**src/rtl/count_run_sequencer_pkg.sv**
```systemverilog
`default_nettype none
// ============================================================================
// Module  : count_seq_pkg
// Purpose : Shared constants and types for the counting-run sequencer:
//           state encoding and default datapath width / step.
// Ports   : none (package)
// Rev     : 1.0  initial release
// ============================================================================
package count_seq_pkg;

  localparam int unsigned c_DEFAULT_WIDTH = 10;
  localparam int unsigned c_DEFAULT_STEP  = 1;

  localparam logic [1:0] c_ST_IDLE = 2'd0;
  localparam logic [1:0] c_ST_RUN  = 2'd1;
  localparam logic [1:0] c_ST_DONE = 2'd2;

  typedef enum logic [1:0] {
    ST_IDLE = c_ST_IDLE,
    ST_RUN  = c_ST_RUN,
    ST_DONE = c_ST_DONE
  } state_e;

endpackage : count_seq_pkg
`default_nettype wire

```
**src/rtl/count_run_sequencer_if.sv**
```systemverilog
`default_nettype none
// ============================================================================
// Module  : count_run_sequencer_if
// Purpose : Control/status bundle between a run requester (master) and the
//           counting-run sequencer (slave).
// Ports   : start, stop_val, tick, abort      (master -> slave)
//           count, busy, done, match           (slave  -> master)
// Rev     : 1.0  initial release
// ============================================================================
interface count_run_sequencer_if
  import count_seq_pkg::*;
#(
  parameter int unsigned WIDTH = c_DEFAULT_WIDTH
);
  logic             start;
  logic [WIDTH-1:0] stop_val;
  logic             tick;
  logic             abort;
  logic [WIDTH-1:0] count;
  logic             busy;
  logic             done;
  logic             match;

  modport master (
    output start, stop_val, tick, abort,
    input  count, busy, done, match
  );

  modport slave (
    input  start, stop_val, tick, abort,
    output count, busy, done, match
  );
endinterface : count_run_sequencer_if
`default_nettype wire

```
**src/rtl/count_run_sequencer_stop_match.sv**
```systemverilog
`default_nettype none
// ============================================================================
// Module  : stop_match
// Purpose : WIDTH-bit unsigned equality compare.
// Ports   : a_i, b_i (operands), eq_o (a_i == b_i)
// Rev     : 1.0  initial release
// ============================================================================
module stop_match #(
  parameter int unsigned WIDTH = 10
) (
  input  wire logic [WIDTH-1:0] a_i,
  input  wire logic [WIDTH-1:0] b_i,
  output logic                  eq_o
);
  assign eq_o = (a_i == b_i);
endmodule : stop_match
`default_nettype wire

```
**src/rtl/count_run_sequencer.sv**
```systemverilog
`default_nettype none
// ============================================================================
// Module  : count_run_sequencer
// Purpose : Sequences one counting run: latches a stop value on start, clears
//           the count, advances it by STEP per tick and pulses done when the
//           count lands on the stop value.
// Ports   : clk, rst (sync, active high)
//           bus.slave : start, stop_val, tick, abort in;
//                       count, busy, done (registered), match (combinational)
// Rev     : 1.0  initial release
// ============================================================================
module count_run_sequencer
  import count_seq_pkg::*;
#(
  parameter int unsigned WIDTH = c_DEFAULT_WIDTH,
  parameter int unsigned STEP  = c_DEFAULT_STEP
) (
  input wire logic              clk,
  input wire logic              rst,
  count_run_sequencer_if.slave  bus
);

  localparam logic [WIDTH-1:0] c_STEP = WIDTH'(STEP);

  state_e           state_q;
  logic [WIDTH-1:0] count_q;
  logic [WIDTH-1:0] stop_q;
  logic             busy_q;
  logic             done_q;

  logic [WIDTH-1:0] count_d;
  logic             hit_w;

  // Carry out of the add is intentionally dropped: the count wraps.
  assign count_d = count_q + c_STEP;

  stop_match #(.WIDTH(WIDTH)) u_match (
    .a_i  (count_q),
    .b_i  (stop_q),
    .eq_o (bus.match)
  );

  // Completion is decided on the next count so done and count==stop
  // become visible in the same cycle.
  stop_match #(.WIDTH(WIDTH)) u_hit (
    .a_i  (count_d),
    .b_i  (stop_q),
    .eq_o (hit_w)
  );

  always_ff @(posedge clk) begin
    if (rst) begin
      state_q <= ST_IDLE;
      count_q <= '0;
      stop_q  <= '0;
      busy_q  <= 1'b0;
      done_q  <= 1'b0;
    end else begin
      case (state_q)
        ST_IDLE: begin
          done_q <= 1'b0;
          if (bus.start) begin
            stop_q  <= bus.stop_val;
            count_q <= '0;
            // A zero stop value is already satisfied by the cleared count.
            if (bus.stop_val == '0) begin
              state_q <= ST_DONE;
              done_q  <= 1'b1;
              busy_q  <= 1'b0;
            end else begin
              state_q <= ST_RUN;
              busy_q  <= 1'b1;
            end
          end
        end
        ST_RUN: begin
          if (bus.abort) begin
            state_q <= ST_IDLE;
            busy_q  <= 1'b0;
          end else if (bus.tick) begin
            count_q <= count_d;
            if (hit_w) begin
              state_q <= ST_DONE;
              busy_q  <= 1'b0;
              done_q  <= 1'b1;
            end
          end
        end
        ST_DONE: begin
          state_q <= ST_IDLE;
          done_q  <= 1'b0;
          busy_q  <= 1'b0;
        end
        default: begin
          state_q <= ST_IDLE;
          busy_q  <= 1'b0;
          done_q  <= 1'b0;
        end
      endcase
    end
  end

  assign bus.count = count_q;
  assign bus.busy  = busy_q;
  assign bus.done  = done_q;

endmodule : count_run_sequencer
`default_nettype wire

```
**src/flat_wrapper.sv**
```systemverilog
// flat-port wrapper written by rule: the top's interface ports become plain ports
module count_run_sequencer_flat import count_seq_pkg::*;
#(
  parameter int unsigned WIDTH = c_DEFAULT_WIDTH,
  parameter int unsigned STEP  = c_DEFAULT_STEP
)
  (clk, rst, bus_start, bus_stop_val, bus_tick, bus_abort, bus_count, bus_busy, bus_done, bus_match);
  count_run_sequencer_if #(.WIDTH(WIDTH)) bus_i ();
  input wire logic clk;
  input wire logic rst;
  input wire logic [$bits(bus_i.start)-1:0] bus_start;
  input wire logic [$bits(bus_i.stop_val)-1:0] bus_stop_val;
  input wire logic [$bits(bus_i.tick)-1:0] bus_tick;
  input wire logic [$bits(bus_i.abort)-1:0] bus_abort;
  output wire logic [$bits(bus_i.count)-1:0] bus_count;
  output wire logic [$bits(bus_i.busy)-1:0] bus_busy;
  output wire logic [$bits(bus_i.done)-1:0] bus_done;
  output wire logic [$bits(bus_i.match)-1:0] bus_match;
  assign bus_i.start = bus_start;
  assign bus_i.stop_val = bus_stop_val;
  assign bus_i.tick = bus_tick;
  assign bus_i.abort = bus_abort;
  assign bus_count = bus_i.count;
  assign bus_busy = bus_i.busy;
  assign bus_done = bus_i.done;
  assign bus_match = bus_i.match;
  count_run_sequencer #(.WIDTH(WIDTH), .STEP(STEP)) u_core (.clk(clk), .rst(rst), .bus(bus_i));
endmodule
```
**config.mk**
```make
export PLATFORM = sky130hd
export DESIGN_NAME = count_run_sequencer_flat
export DESIGN_NICKNAME = d
export VERILOG_FILES = /design/src/rtl/count_run_sequencer_pkg.sv /design/src/rtl/count_run_sequencer_if.sv /design/src/rtl/count_run_sequencer_stop_match.sv /design/src/rtl/count_run_sequencer.sv /design/src/flat_wrapper.sv
export SDC_FILE = /design/constraint.sdc
export NUM_CORES = 1
export LEC_CHECK = 0
export ABC_AREA = 0
export CAP_MARGIN = 30
export CORE_MARGIN = 2
export CORE_UTILIZATION = 28
export DETAILED_ROUTE_END_ITERATION = 6
export PLACE_DENSITY_LB_ADDON = 0.05
export REMOVE_ABC_BUFFERS = 1
export SKIP_LAST_GASP = 1
export SYNTH_ARGS = -nofsm -noshare
export SYNTH_HDL_FRONTEND = slang
export SYNTH_SLANG_ARGS = --single-unit
```
**constraint.sdc**
```tcl
create_clock -name clk -period 2 [get_ports clk]
set_clock_uncertainty 0.1 [all_clocks]
set_input_delay 0.4 -clock clk [delete_from_list [all_inputs] [get_ports clk]]
set_output_delay 0.4 -clock clk [all_outputs]
set_load 0.1 [all_outputs]
```
==> run summary <==
The run finished, with violations left. The checks that failed: setup timing. After global routing the overflow that remains totals 0.

Yosys mapped a number of flops with a built-in enable equal to 0. After clock tree synthesis, the clock-pin slew on the worst setup and hold paths is 0.09 ns. Counting the buffers created by CTS gives 3. The largest net degree at the start of global routing is 19. The tools report the setup-violating endpoint count in the final report as 1.

The proportion of synthesized flip-flops having asynchronous set or reset is 0%, and the via density per instance is 5.074. The tools report the start point of the critical path as u_core.bus.count[3]. The critical path goes through buf_6, xnor2_4, nand4_1, nor3_2, buf_12. After the first detailed-routing iteration, the DRC count stood at 73. The tools report the DRC violation count after routing as 0. In the final timing run, aggregate negative setup slack is -0.1265 ns. In this run the tool buffered the top-level ports with 27 buffer cells.

The first global-routing pass estimated 6644 um of wire. Compared with the post-synthesis result, the final layout area differs by 75.46%. The number of global-route vias before repair came out at 1394.

The area of the die is 5166 um^2. The number of hold violations in the final report is 0, and the slack of the critical path is -0.1265 ns. Measured in cells, the most critical reg-to-reg path has a length of 8.

The largest single stage delay on the critical path is 0.37 ns. Leaving out fill and tap cells, the most frequent cell in the layout is buf_4. Subtracting the final worst setup slack from the clock period gives 2.126 ns. The worst setup path is launched from a flip-flop. The worst register-to-register path begins at u_core.stop_q[9]. For the post-route core utilization, the log shows 51.63%. The die is 71.88 um tall.

The region available for standard cell placement spans 4384 um^2. Averaged over all synthesized cells, the footprint is 7.633 um^2. The tools report the final layout net count as 250. Total global-route track usage: 16.53%. The endpoint of the worst setup timing path is bus_match.

The number of buffers and inverters on the critical path is 2. The floorplan row count came out at 24. TritonCTS built the clock tree. Endpoint kind of the worst setup timing path: an output pin.

The synthesized design contains 23 register bits. The clock sink total is 23, and the maximum fanout count along the critical path is 3. The tools report the number of max-slew violations in the final report as 0.

In the synthesized netlist the dominant register cell turns out to be dfxtp_1. Ranked by total cell area, the synthesized netlist is headed by dfxtp_1 (36%), nand2_1 (9.6%), xnor2_1 (9.5%). Synthesis handed over a netlist of 169 instances. The tools report the distinct cell type count after synthesis as 37. Leaving out fill and tap cells, the most frequent cells in the layout are buf_4 (37), nand2_1 (32), a21oi_1 (18).

The clock latency of the later-clocked register in the worst-skew pair was 0.27 ns. The tools report the worst slew margin relative to its limit as 72.80%. For this block, the routed nets add up to 4225 um of wire.

For this configuration, the core starts out at a cell density of 29.42%. The average wire length per cell after detail routing works out to 14.82 um. The cell with the biggest individual delay on the critical path is dfxtp_4. During I/O placement, the number of pins put on the boundary was 28.

The final antenna-violating net count was 0. STA puts the critical path data required time at 1.50 ns. The logs give 1 for the number of H-tree levels and 0.7914 for the final estimated routing congestion in global placement. The post-route netlist has 39.06% of its cells at a drive strength greater than 1. The overall via count from detail_route was 1446; the maximum operating frequency was 0.4703 GHz.

Data arrival at the endpoint of the critical path: 1.63 ns. The area of the mapped netlist was 1290 um^2. IR analysis of the VDD net gives a maximum drop of 0.2273 mV. The final critical path takes up 106.3% of the cycle. The path class of the tightest hold or removal check is flip-flop to flip-flop.

Power spread over the standard cell area amounts to 468.4 nW/um^2. The number of antenna violations at the first check in global routing came out at 0. For this run, the number of Yosys warnings is 0.

Reported leakage power: 0.8507 nW. The logs give 2958 um for the estimated wirelength of the detail-placed design and 2 for the deepest clock path buffer count. The first detailed-routing pass ran for 4 iterations. The largest area contributor in the netlist was dfxtp_1.

The critical path crosses 5 cells after its start point. The top cell type's share of synthesized area works out to 35.69%. Setup repair after global routing could not meet its margin everywhere. For the sequential area share after synthesis, the log shows 35.69%.

On the critical path the largest part of the delay comes from simple AND/OR/NAND/NOR gates. The die is 71.88 um wide. The worst hold path passes through 2 cells. In this run the critical register-to-register path is captured at u_core.bus.done. Number of max-cap violations: 0. For flop-to-flop paths, the worst setup slack is 0.03 ns.

Number of inserted diodes: 0. The critical path is of the flip-flop to output pin type. The tree is rooted in a clkbuf_8. For the pin with the worst max-slew slack, the measured transition is 0.4067 ns.
## final cells by class
cell class	count	area, um^2
clock buffers	4	45.04
fillers	401	2121
flip-flops and latches	23	478.0
inverters	2	7.507
well taps	52	65.06
multi-input cells	135	933.4
repair buffers	69	734.5
## cell usage after synthesis, types with 2 or more instances
cell,n
a21oi_1,18
a31oi_1,2
and2_1,2
and3_1,2
clkbuf_1,6
clkbuf_2,2
dfxtp_1,23
inv_1,2
mux2_2,3
nand2_1,33
nand3_1,5
nand4_1,3
nor2_1,16
nor3_1,7
nor4_1,3
o211ai_1,3
o21ai_0,4
or3_1,3
xnor2_1,14
## where the power goes
part	total, W	internal, W	switching [W]
clock network	0.000305	0.000143	0.000162
logic	0.000265	0.000124	0.000141
registers	0.000490	0.000469	0.0000211
total	0.00106	0.000736	0.000325
## worst min path at each step
stage                            end        startpoint  slack [ns]
floorplan           u_core.stop_q[0]  u_core.stop_q[0]        0.34
global placement    u_core.stop_q[6]  u_core.stop_q[6]        0.37
detailed placement  u_core.stop_q[3]  u_core.stop_q[3]        0.37
CTS                 u_core.stop_q[4]  u_core.stop_q[4]        0.38
global route        u_core.stop_q[4]  u_core.stop_q[4]        0.41
finish              u_core.stop_q[4]  u_core.stop_q[4]        0.38
## timing repair
item                       CTS  global route
hold buffers                 0             0
gates resized for setup     21            17
setup endpoints to repair    4             4
pin swaps                    6            11
setup buffers                5             5
## metrics by stage
step	cell area (um^2)	setup WS (ns)	hold slack [ns]	power, W	cells
final	2263	-0.1265	0.3766	0.001060	285
after CTS	2148	-0.03733	0.3813	0.001058	280
after global placement	1956	-0.1088	0.3664	0.0007280	271
after detailed placement	1956	-0.1337	0.3651	0.0007319	271
after global routing	2263	-0.1547	0.4128	0.001104	285
after floorplan	1250	-1.958	0.3428	0.0006150	160
## worst register-to-register path, delay by kind of cell, from the launching register on
family | cells | cell delay, ns
flops | 1 | 0.35
xor+xnor | 1 | 0.15
compound gates | 4 | 0.85
buf+inv | 3 | 0.43
## routing by layer
layer  track usage (%)  part of all wire, %
met4             5.660                  1.3
met2             28.60                   49
met1             21.07                   45
met5                 0                    0
met3             2.250                  4.1
## registers in the layout, indices dropped and copies added, names as in the netlist
register and flops:
u_core.bus.count 10, u_core.stop_q 10, u_core.state_q 2, u_core.bus.done 1
## logic make-up (layout without fill, tap and decap cells)
logic type / Yosys count / in the layout / share of synthesized area, %
compound gates: 34 / 34 / 16.68
xor+xnor: 15 / 15 / 10.18
fa+ha+maj: 1 / 1 / 0.9698
buf+inv: 11 / 75 / 3.686
flops: 23 / 23 / 35.69
mux: 3 / 3 / 2.619
simple gates: 82 / 82 / 30.17
Power figures use the tool's default switching activity.
